**src/rtl/multi_function_register_bank_pkg.sv**
```systemverilog
// reg_bank_pkg
//   Shared definitions for the multi-function register bank: the 4-bit
//   function-select encoding applied to every enabled register cell.
package reg_bank_pkg;

   typedef enum logic [3:0] {
      FS_DEC      = 4'b0000,  // Q-1, wraps, sets wrap flag on 0 -> all-ones
      FS_INC      = 4'b0001,  // Q+1, wraps, sets wrap flag on all-ones -> 0
      FS_LOAD     = 4'b0010,  // Q = I
      FS_CLEAR    = 4'b0011,  // Q = 0, wrap flag cleared
      FS_LO_ZEXT  = 4'b0100,  // Q = zero-extended low half of I
      FS_LO_LOAD  = 4'b0101,  // low half of Q from low half of I
      FS_HI_LOAD  = 4'b0110,  // high half of Q from low half of I
      FS_LO_SEXT  = 4'b0111,  // Q = sign-extended low half of I
      FS_SLL      = 4'b1000,
      FS_SRL      = 4'b1001,
      FS_SRA      = 4'b1010,
      FS_ROL      = 4'b1011,
      FS_ROR      = 4'b1100,
      FS_SAT_INC  = 4'b1101,  // stops at all-ones, never touches wrap flag
      FS_SAT_DEC  = 4'b1110,  // stops at zero, never touches wrap flag
      FS_HOLD     = 4'b1111
   } fun_sel_e;

endpackage

```
**src/rtl/multi_function_register_bank_reg_cell.sv**
```systemverilog
// reg_cell
//   One register of the bank plus its sticky wrap flag and function decode.
// Ports:
//   Clock   in  1      rising-edge clock
//   Reset   in  1      synchronous active-high reset
//   en      in  1      update enable for this cell
//   FunSel  in  4      function select (reg_bank_pkg::fun_sel_e encoding)
//   I       in  WIDTH  write data
//   Q       out WIDTH  current register value
//   Wrap    out 1      sticky wrap flag
module reg_cell
   import reg_bank_pkg::*;
#(
   parameter int                WIDTH       = 16,
   parameter logic [WIDTH-1:0]  RESET_VALUE = '0
) (
   input  logic              Clock,
   input  logic              Reset,
   input  logic              en,
   input  logic [3:0]        FunSel,
   input  logic [WIDTH-1:0]  I,
   output logic [WIDTH-1:0]  Q,
   output logic              Wrap
);

   localparam int HALF = WIDTH / 2;
   localparam logic [WIDTH-1:0] ALL_ONES = '1;
   localparam logic [WIDTH-1:0] ONE      = WIDTH'(1);

   logic [WIDTH-1:0] q_reg, q_next;
   logic             wrap_reg, wrap_next;

   always_comb begin
      q_next    = q_reg;
      wrap_next = wrap_reg;
      case (FunSel)
         FS_DEC: begin
            q_next = q_reg - ONE;
            if (q_reg == '0) wrap_next = 1'b1;
         end
         FS_INC: begin
            q_next = q_reg + ONE;
            if (q_reg == ALL_ONES) wrap_next = 1'b1;
         end
         FS_LOAD:    q_next = I;
         FS_CLEAR: begin
            q_next    = '0;
            wrap_next = 1'b0;
         end
         FS_LO_ZEXT: q_next = {{HALF{1'b0}}, I[HALF-1:0]};
         FS_LO_LOAD: q_next[HALF-1:0] = I[HALF-1:0];
         // The high half is loaded from the LOW half of I so that byte-wide
         // sources can fill either half without a separate shifter upstream.
         FS_HI_LOAD: q_next[WIDTH-1:HALF] = I[HALF-1:0];
         FS_LO_SEXT: q_next = {{HALF{I[HALF-1]}}, I[HALF-1:0]};
         FS_SLL:     q_next = {q_reg[WIDTH-2:0], 1'b0};
         FS_SRL:     q_next = {1'b0, q_reg[WIDTH-1:1]};
         FS_SRA:     q_next = {q_reg[WIDTH-1], q_reg[WIDTH-1:1]};
         FS_ROL:     q_next = {q_reg[WIDTH-2:0], q_reg[WIDTH-1]};
         FS_ROR:     q_next = {q_reg[0], q_reg[WIDTH-1:1]};
         FS_SAT_INC: if (q_reg != ALL_ONES) q_next = q_reg + ONE;
         FS_SAT_DEC: if (q_reg != '0)       q_next = q_reg - ONE;
         default: begin
            q_next    = q_reg;
            wrap_next = wrap_reg;
         end
      endcase
   end

   always_ff @(posedge Clock) begin
      if (Reset) begin
         q_reg    <= RESET_VALUE;
         wrap_reg <= 1'b0;
      end else if (en) begin
         q_reg    <= q_next;
         wrap_reg <= wrap_next;
      end
   end

   assign Q    = q_reg;
   assign Wrap = wrap_reg;

endmodule

```
**src/rtl/multi_function_register_bank.sv**
```systemverilog
// multi_function_register_bank
//   Bank of NUM_REGS working registers feeding the ALU operand muxes. Every
//   enabled register applies the same FunSel/I to its own value; two
//   combinational read ports with a zero detect on port A.
// Ports:
//   Clock             in  1         rising-edge clock
//   Reset             in  1         synchronous active-high reset
//   I                 in  WIDTH     write data shared by all registers
//   E                 in  NUM_REGS  per-register enable
//   FunSel            in  4         function select
//   OutASel, OutBSel  in  SEL_W     read selects (out-of-range reads 0)
//   OutA, OutB        out WIDTH     read data (pre-edge register contents)
//   OutAZero          out 1         OutA == 0
//   Wrap              out NUM_REGS  sticky wrap flags
module multi_function_register_bank
   import reg_bank_pkg::*;
#(
   parameter int                WIDTH       = 16,
   parameter int                NUM_REGS    = 4,
   parameter int                SEL_W       = $clog2(NUM_REGS),
   parameter logic [WIDTH-1:0]  RESET_VALUE = '0
) (
   input  logic                 Clock,
   input  logic                 Reset,
   input  logic [WIDTH-1:0]     I,
   input  logic [NUM_REGS-1:0]  E,
   input  logic [3:0]           FunSel,
   input  logic [SEL_W-1:0]     OutASel,
   input  logic [SEL_W-1:0]     OutBSel,
   output logic [WIDTH-1:0]     OutA,
   output logic [WIDTH-1:0]     OutB,
   output logic                 OutAZero,
   output logic [NUM_REGS-1:0]  Wrap
);

   logic [WIDTH-1:0] q_array [NUM_REGS];

   genvar gi;
   generate
      for (gi = 0; gi < NUM_REGS; gi++) begin : g_cell
         reg_cell #(
            .WIDTH       (WIDTH),
            .RESET_VALUE (RESET_VALUE)
         ) u_cell (
            .Clock  (Clock),
            .Reset  (Reset),
            .en     (E[gi]),
            .FunSel (FunSel),
            .I      (I),
            .Q      (q_array[gi]),
            .Wrap   (Wrap[gi])
         );
      end
   endgenerate

   // Compare-per-entry mux: any select value with no matching register
   // (non-power-of-two NUM_REGS) falls through to the zero default.
   always_comb begin
      OutA = '0;
      OutB = '0;
      for (int k = 0; k < NUM_REGS; k++) begin
         if (OutASel == SEL_W'(k)) OutA = q_array[k];
         if (OutBSel == SEL_W'(k)) OutB = q_array[k];
      end
   end

   assign OutAZero = (OutA == '0);

endmodule

```
**config.mk**
```make
export PLATFORM = sky130hd
export DESIGN_NAME = multi_function_register_bank
export DESIGN_NICKNAME = d
export VERILOG_FILES = /design/src/rtl/multi_function_register_bank_pkg.sv /design/src/rtl/multi_function_register_bank_reg_cell.sv /design/src/rtl/multi_function_register_bank.sv
export SDC_FILE = /design/constraint.sdc
export NUM_CORES = 1
export LEC_CHECK = 0
export CAP_MARGIN = 20
export CORE_ASPECT_RATIO = 1.25
export CORE_MARGIN = 5
export CORE_UTILIZATION = 60
export DETAILED_ROUTE_END_ITERATION = 8
export HOLD_SLACK_MARGIN = 0.15
export PLACE_DENSITY = 0.82
export SKIP_CTS_REPAIR_TIMING = 1
export SLEW_MARGIN = 30
export SYNTH_ARGS = -nofsm -noshare
export SYNTH_HDL_FRONTEND = slang
export SYNTH_SLANG_ARGS = --single-unit
```
**constraint.sdc**
```tcl
create_clock -name Clock -period 3.53 [get_ports Clock]
set_clock_uncertainty 0.15 [all_clocks]
set_input_delay 0.5295 -clock Clock [delete_from_list [all_inputs] [get_ports Clock]]
set_output_delay 0.5295 -clock Clock [all_outputs]
set_load 0.05 [all_outputs]
```
# Word-level counts from Yosys, hierarchy flattened

Index checks and enable logic that the tools add are counted.
Widths: inputs -> output; s select.

Muxes and demuxes: 36
Equality and inequality tests: 44
Reduce and logical (&&, ||, !) cells: 36
Bitwise logic cells: 1
$add $sub $neg: 8

Operators by type and width:

| cell                  | number |
|---|---|
| $pmux 8 s12           | 4 |
| $pmux 8 s9            | 4 |
| $mux 16               | 16 |
| $logic_not 16->1      | 5 |
| $add 16x1->16 const B | 4 |
| $eq 16x16->1 const B  | 4 |
| $ne 16x16->1 const B  | 4 |
| $reduce_bool 16->1    | 4 |
| $sub 16x1->16 const B | 4 |
| $reduce_and 4->1      | 12 |
| $ne 2x1->1 const B    | 16 |
| $eq 4x4->1 const B    | 7 |
| $reduce_and 5->1      | 4 |
| $eq 4x3->1 const B    | 4 |
| $pmux 1 s3            | 4 |
| $reduce_bool 12->1    | 1 |
| $reduce_bool 11->1    | 1 |
| $reduce_bool 9->1     | 1 |
| $eq 2x2->1 const B    | 4 |
| $eq 4x2->1 const B    | 2 |
| $mux 1                | 8 |
| $eq 2x1->1 const B    | 2 |
| $eq 4x1->1 const B    | 1 |
| $logic_not 2->1       | 2 |
| 6 further kinds       | 7 |

Flip-flop bits (word level): 68
Logic and storage cells: 141

# Depth between registers and ports, before layout

Depth in word-level cells: 6
Gate-level depth with buffers: 10

# Hierarchy

Synthesis repeated with hierarchy kept, for this count alone.

Cells, all modules: 1,389
Area, all modules: 10,555.1 µm²

By module, submodules not included:

| module                           | times used | area an instance (µm²) | seq. area each (µm²) | cells an instance |
|---|---|---|---|---|
| reg_cell at g_cell[0].u_cell ... | 2          | 2,504.9                | 340.3                | 336 |
| reg_cell at g_cell[2].u_cell ... | 2          | 2,349.8                | 340.3                | 336 |
| multi_function_register_bank     | 1          | 845.8                  | 0.0                  | 45 |

# Worst setup path before layout

Ideal clock, no wire load.

Path kind: in2out
Start: in OutASel[0]
End: out OutAZero
Stages: 5
Buffers on the path: 2
Arrival: 2.938 ns
Slack: -0.087 ns
Cell sequence: clkbuf_1 -> clkbuf_1 -> mux4_1 -> nor4_1 -> and4_1

Longest elaborated chain between the ends: 6

RTL lines:

| item                 | RTL line                           | RTL |
|---|---|---|
| start: declaration   | multi_function_register_bank.sv:28 | `input logic [SEL_W-1:0] OutASel,` |
| $logic_not 2->1      | multi_function_register_bank.sv:62 | `if (OutASel == SEL_W'(k)) OutA = q_array[k];` |
| $mux 16 (3 in a row) | multi_function_register_bank.sv:62 |  |
| $mux 16 *            | multi_function_register_bank.sv:62 |  |
| named net OutA[0]    | multi_function_register_bank.sv:30 | `output logic [WIDTH-1:0] OutA,` |
| $logic_not 16->1 *   | multi_function_register_bank.sv:67 | `assign OutAZero = (OutA == '0);` |
| end: declaration     | multi_function_register_bank.sv:32 | `output logic OutAZero,` |

The timed path passes the listed nets; every way through them passes the cells marked *.

# Worst setup path in the final report

Start: in OutASel[0]
End: out OutAZero

Longest elaborated chain between the ends: 6

RTL lines:

| item                 | RTL line |
|---|---|
| $logic_not 2->1      | multi_function_register_bank.sv:62 |
| $mux 16 (3 in a row) | multi_function_register_bank.sv:62 |
| $mux 16 *            | multi_function_register_bank.sv:62 |
| $logic_not 16->1 *   | multi_function_register_bank.sv:67 |

Mark *: on every way between the ends. The rest lies on a longest branch, timed or not.

==> metrics.yaml <==
status:
  status: "completed"
route:
  routed_wl_mm: 35.40
  ant_nets: 0
  vias_per_cell: 7.708
  drt-pass1-iter-count: 6
  wl_per_cell_um: 27.29
  drtIter0Drc: 1911
  num_vias: 9997
  drc: 0
finish:
  utilization: 0.7091
  regArea_sq_mm: 0.001361
  drive_above_1_share: 0.1714
  nets: 1163
  n_fill_cell: 1106
  diodes: 0
  multi_input_area_sq_mm: 0.006058
  area_delta_synth_final_pct: 16.19
clocking:
  insertion_delay_ps: 350
  htreeDepth: 3
  cts_tree: "done"
  cts_buffer_depth: 2
  numCtsBuffers: 9
  cts_sinks: 68
  clk_pin_slew_worst_paths_ps: 60
  cts-root-buf: "clkbuf_16"
sta:
  finalCritPeriodShare: 0.9361
  post-route-min-period_ps: 3304
  rsz0062_at_grt: "false"
  setup_viol: 0
  timing.fmax_mhz: 302.6
  hold_viol: 0
  worst_pin_slew_ps: 842.2
  slew_violations: 0
  setup_tns_ps: 0
  relSlewSlack: 0.4334
  worst_hold_slack_ps: 353.7
logic_synthesis:
  synth_top_area_share: 0.1693
  syn_area_sq_mm: 0.008039
  yosys_warnings: 0
  synth_edf_count: 0
  syn_inst: 1096
  yosys-top-cells-area: "dfxtp_1, mux4_2, clkbuf_1"
  synth_nets: 1136
  ys_seq_area_frac: 0.1693
  synth.distinct_cells: 77
  ys_async_sr_fraction: 0
  syn_area_per_cell_sq_um: 7.335
  ys.flop_type: "dfxtp_1"
  synth_area_leader_cell: "dfxtp_1"
  synth-seq-cells: 68
floorplanning:
  die_w_um: 113.5
  die_area_sq_mm: 0.01583
  core_sq_mm: 0.01317
  io_pins: 67
  row_count: 47
  die_h_um: 139.4
  initial_utilization: 0.6103
critical_path:
  critPathKind: "in2out"
  crit_chain: "clkdlybuf4s50_1, buf_12, mux4_2, nor4_2, and4_1, buf_12"
  critPathMaxStageDelay_ps: 540
  ff2ff_path_depth: 8
  reg2reg_slack_ps: 360
  cp_slowest_cell: "mux4_2"
  end_kind: "output pin"
  r2r_start: "g_cell[3].u_cell.Q[1]"
  worstPathRequired_ps: 2850
  cp_data_arrival_time_ps: 2620
  startpoint_type: "input pin"
  worstReg2RegEnd: "g_cell[3].u_cell.Q[5]"
  worst_path_most_repeated_cell: "buf_12"
  worstPathMaxFanout: 16
global_routing:
  grt-ovfl-total: 0
  grt_max_degree: 43
  grt_first_pass_wirelength_mm: 53.53
  grtUsageTotal: 0.4352
  grt_pass1_vias: 9084
  grt_antenna_before_repair: 0
placed_design:
  portBuffers: 66
  gp_congestion: 1.036
  hpwlAfterDp_mm: 25.76
pwr:
  finalPower_mw: 3.539
  power_leakage_nw: 3.396
  power_frac_clock: 0.267
  ir_drop_mv: 0.2406
  swShare: 0.4286
  power_density_mw_per_mm2: 378.9
  comb_power_share: 0.446
  p_sw_mw: 1.517
  p_int_mw: 2.022
  pwr-share-seq: 0.287
run:
  drv_cap: 0
hold_path:
  hp-start: "g_cell[1].u_cell.Wrap"
  min_path_cells: 2
  worstHoldPathType: "reg2reg"
  hold_path_end: "g_cell[1].u_cell.Wrap"
==> per-layer routing <==
| metal | share of wire | track usage | wire (um) | vias up |
|---|---|---|---|---|
| met1 | 0.34 | 0.5479 | 12030 | 4652 |
| li1 | - | - | - | 4275 |
| met5 | 0 | 0 | 0 | - |
| met3 | 0.14 | 0.1116 | 5090 | 195 |
| met4 | 0.070 | 0.2367 | 2489 | 0 |
| met2 | 0.45 | 0.6770 | 15790 | 875 |
==> power by group through the flow <==
stage | Combinational (mW) | Sequential (mW) | Clock, mW
floorplan | 1.11 | 0.883 | 0
detailed placement | 1.52 | 1.02 | 0
global placement | 1.50 | 1.02 | 0
CTS | 1.53 | 1.00 | 0.946
global route | 1.66 | 1.02 | 0.981
finish | 1.58 | 1.01 | 0.946
==> sequential cells by signal, indices dropped and copies added (netlist names) <==
register / flops
g_cell.u_cell.Q: 64
g_cell.u_cell.Wrap: 4
==> cell usage after synthesis, types with 5 or more instances <==
cell type and count:
a2111oi_0 5, a211o_1 9, a211oi_1 19, a21o_1 5, a21oi_1 66, a221o_1 17
a221oi_1 21, a22oi_1 8, a311oi_1 11, a31oi_1 7, a32o_1 7, and2_1 12
and3_1 22, and4_1 9, buf_1 10, buf_2 22, buf_4 6, clkbuf_1 97
dfxtp_1 68, ha_1 10, inv_1 25, mux2i_1 10, mux4_2 30, nand2_1 87
nand2b_1 8, nand3_1 49, nand4_1 29, nand4b_1 5, nor2_1 93, nor2b_1 6
nor3_1 47, nor3b_1 6, nor4_1 31, o2111ai_1 8, o211ai_1 8, o21ai_0 57
o22ai_1 12, o31ai_1 9, o32ai_1 6, or3_1 8, or4_1 5, xnor2_1 36
xor2_1 23
==> worst max-delay path, delay by kind of cell <==
family | cells | cell delay [ps]
buffers and inverters | 3 | 840
muxes | 1 | 540
and+or+nand+nor | 2 | 710
==> metrics by stage <==
step	setup slack, ps	std cells	instance area [sq um]
finish	225.7	1297	9340
floorplan	10.35	1096	8035
global placement	96.51	1283	9035
CTS	39.43	1297	9331
global route	120.8	1297	9340
detailed placement	42.74	1283	9040
==> cells by family after synthesis <==
logic type	after synthesis	share of synthesized area
DFF	68	0.1693
adders and majority gates	10	0.01556
muxes	43	0.1044
AOI/OAI and AO/OA	322	0.2868
and+or+nand+nor	433	0.2772
xor gates and xnor gates	59	0.06428
buffers and inverters	161	0.08234
==> layout make-up <==
class | count | area share
clock buffers | 12 | 0.02746
multi-input cells | 867 | 0.6486
repair buffers | 152 | 0.1415
flip-flops and latches | 68 | 0.1457
clock inverters | 2 | 0.003751
inverters | 25 | 0.01005
well taps | 171 | 0.02291
==> worst max-delay path by stage <==
| stage | startpoint | to | slack (ps) |
|---|---|---|---|
| after floorplan | OutASel[0] | OutAZero | 10 |
| after global placement | OutASel[0] | OutAZero | 100 |
| after detailed placement | OutASel[1] | OutAZero | 40 |
| after CTS | OutASel[1] | OutAZero | 40 |
| after global routing | OutASel[0] | OutAZero | 120 |
| final | OutASel[0] | OutAZero | 230 |
==> layout by cell type, fill, tap and decap left out, drive strengths merged, types with 23 or more instances in the layout <==
| master | count |
|---|---|
| xnor2 | 36 |
| nor4 | 32 |
| nand3 | 50 |
| o21ai | 59 |
| nand4 | 29 |
| inv | 25 |
| clkdlybuf4s50 | 31 |
| nor3 | 48 |
| nand2 | 87 |
| xor2 | 23 |
| buf | 120 |
| a21oi | 66 |
| nor2 | 93 |
| mux4 | 32 |
| dfxtp | 68 |
Note: power is estimated with default switching activity, not from simulation.
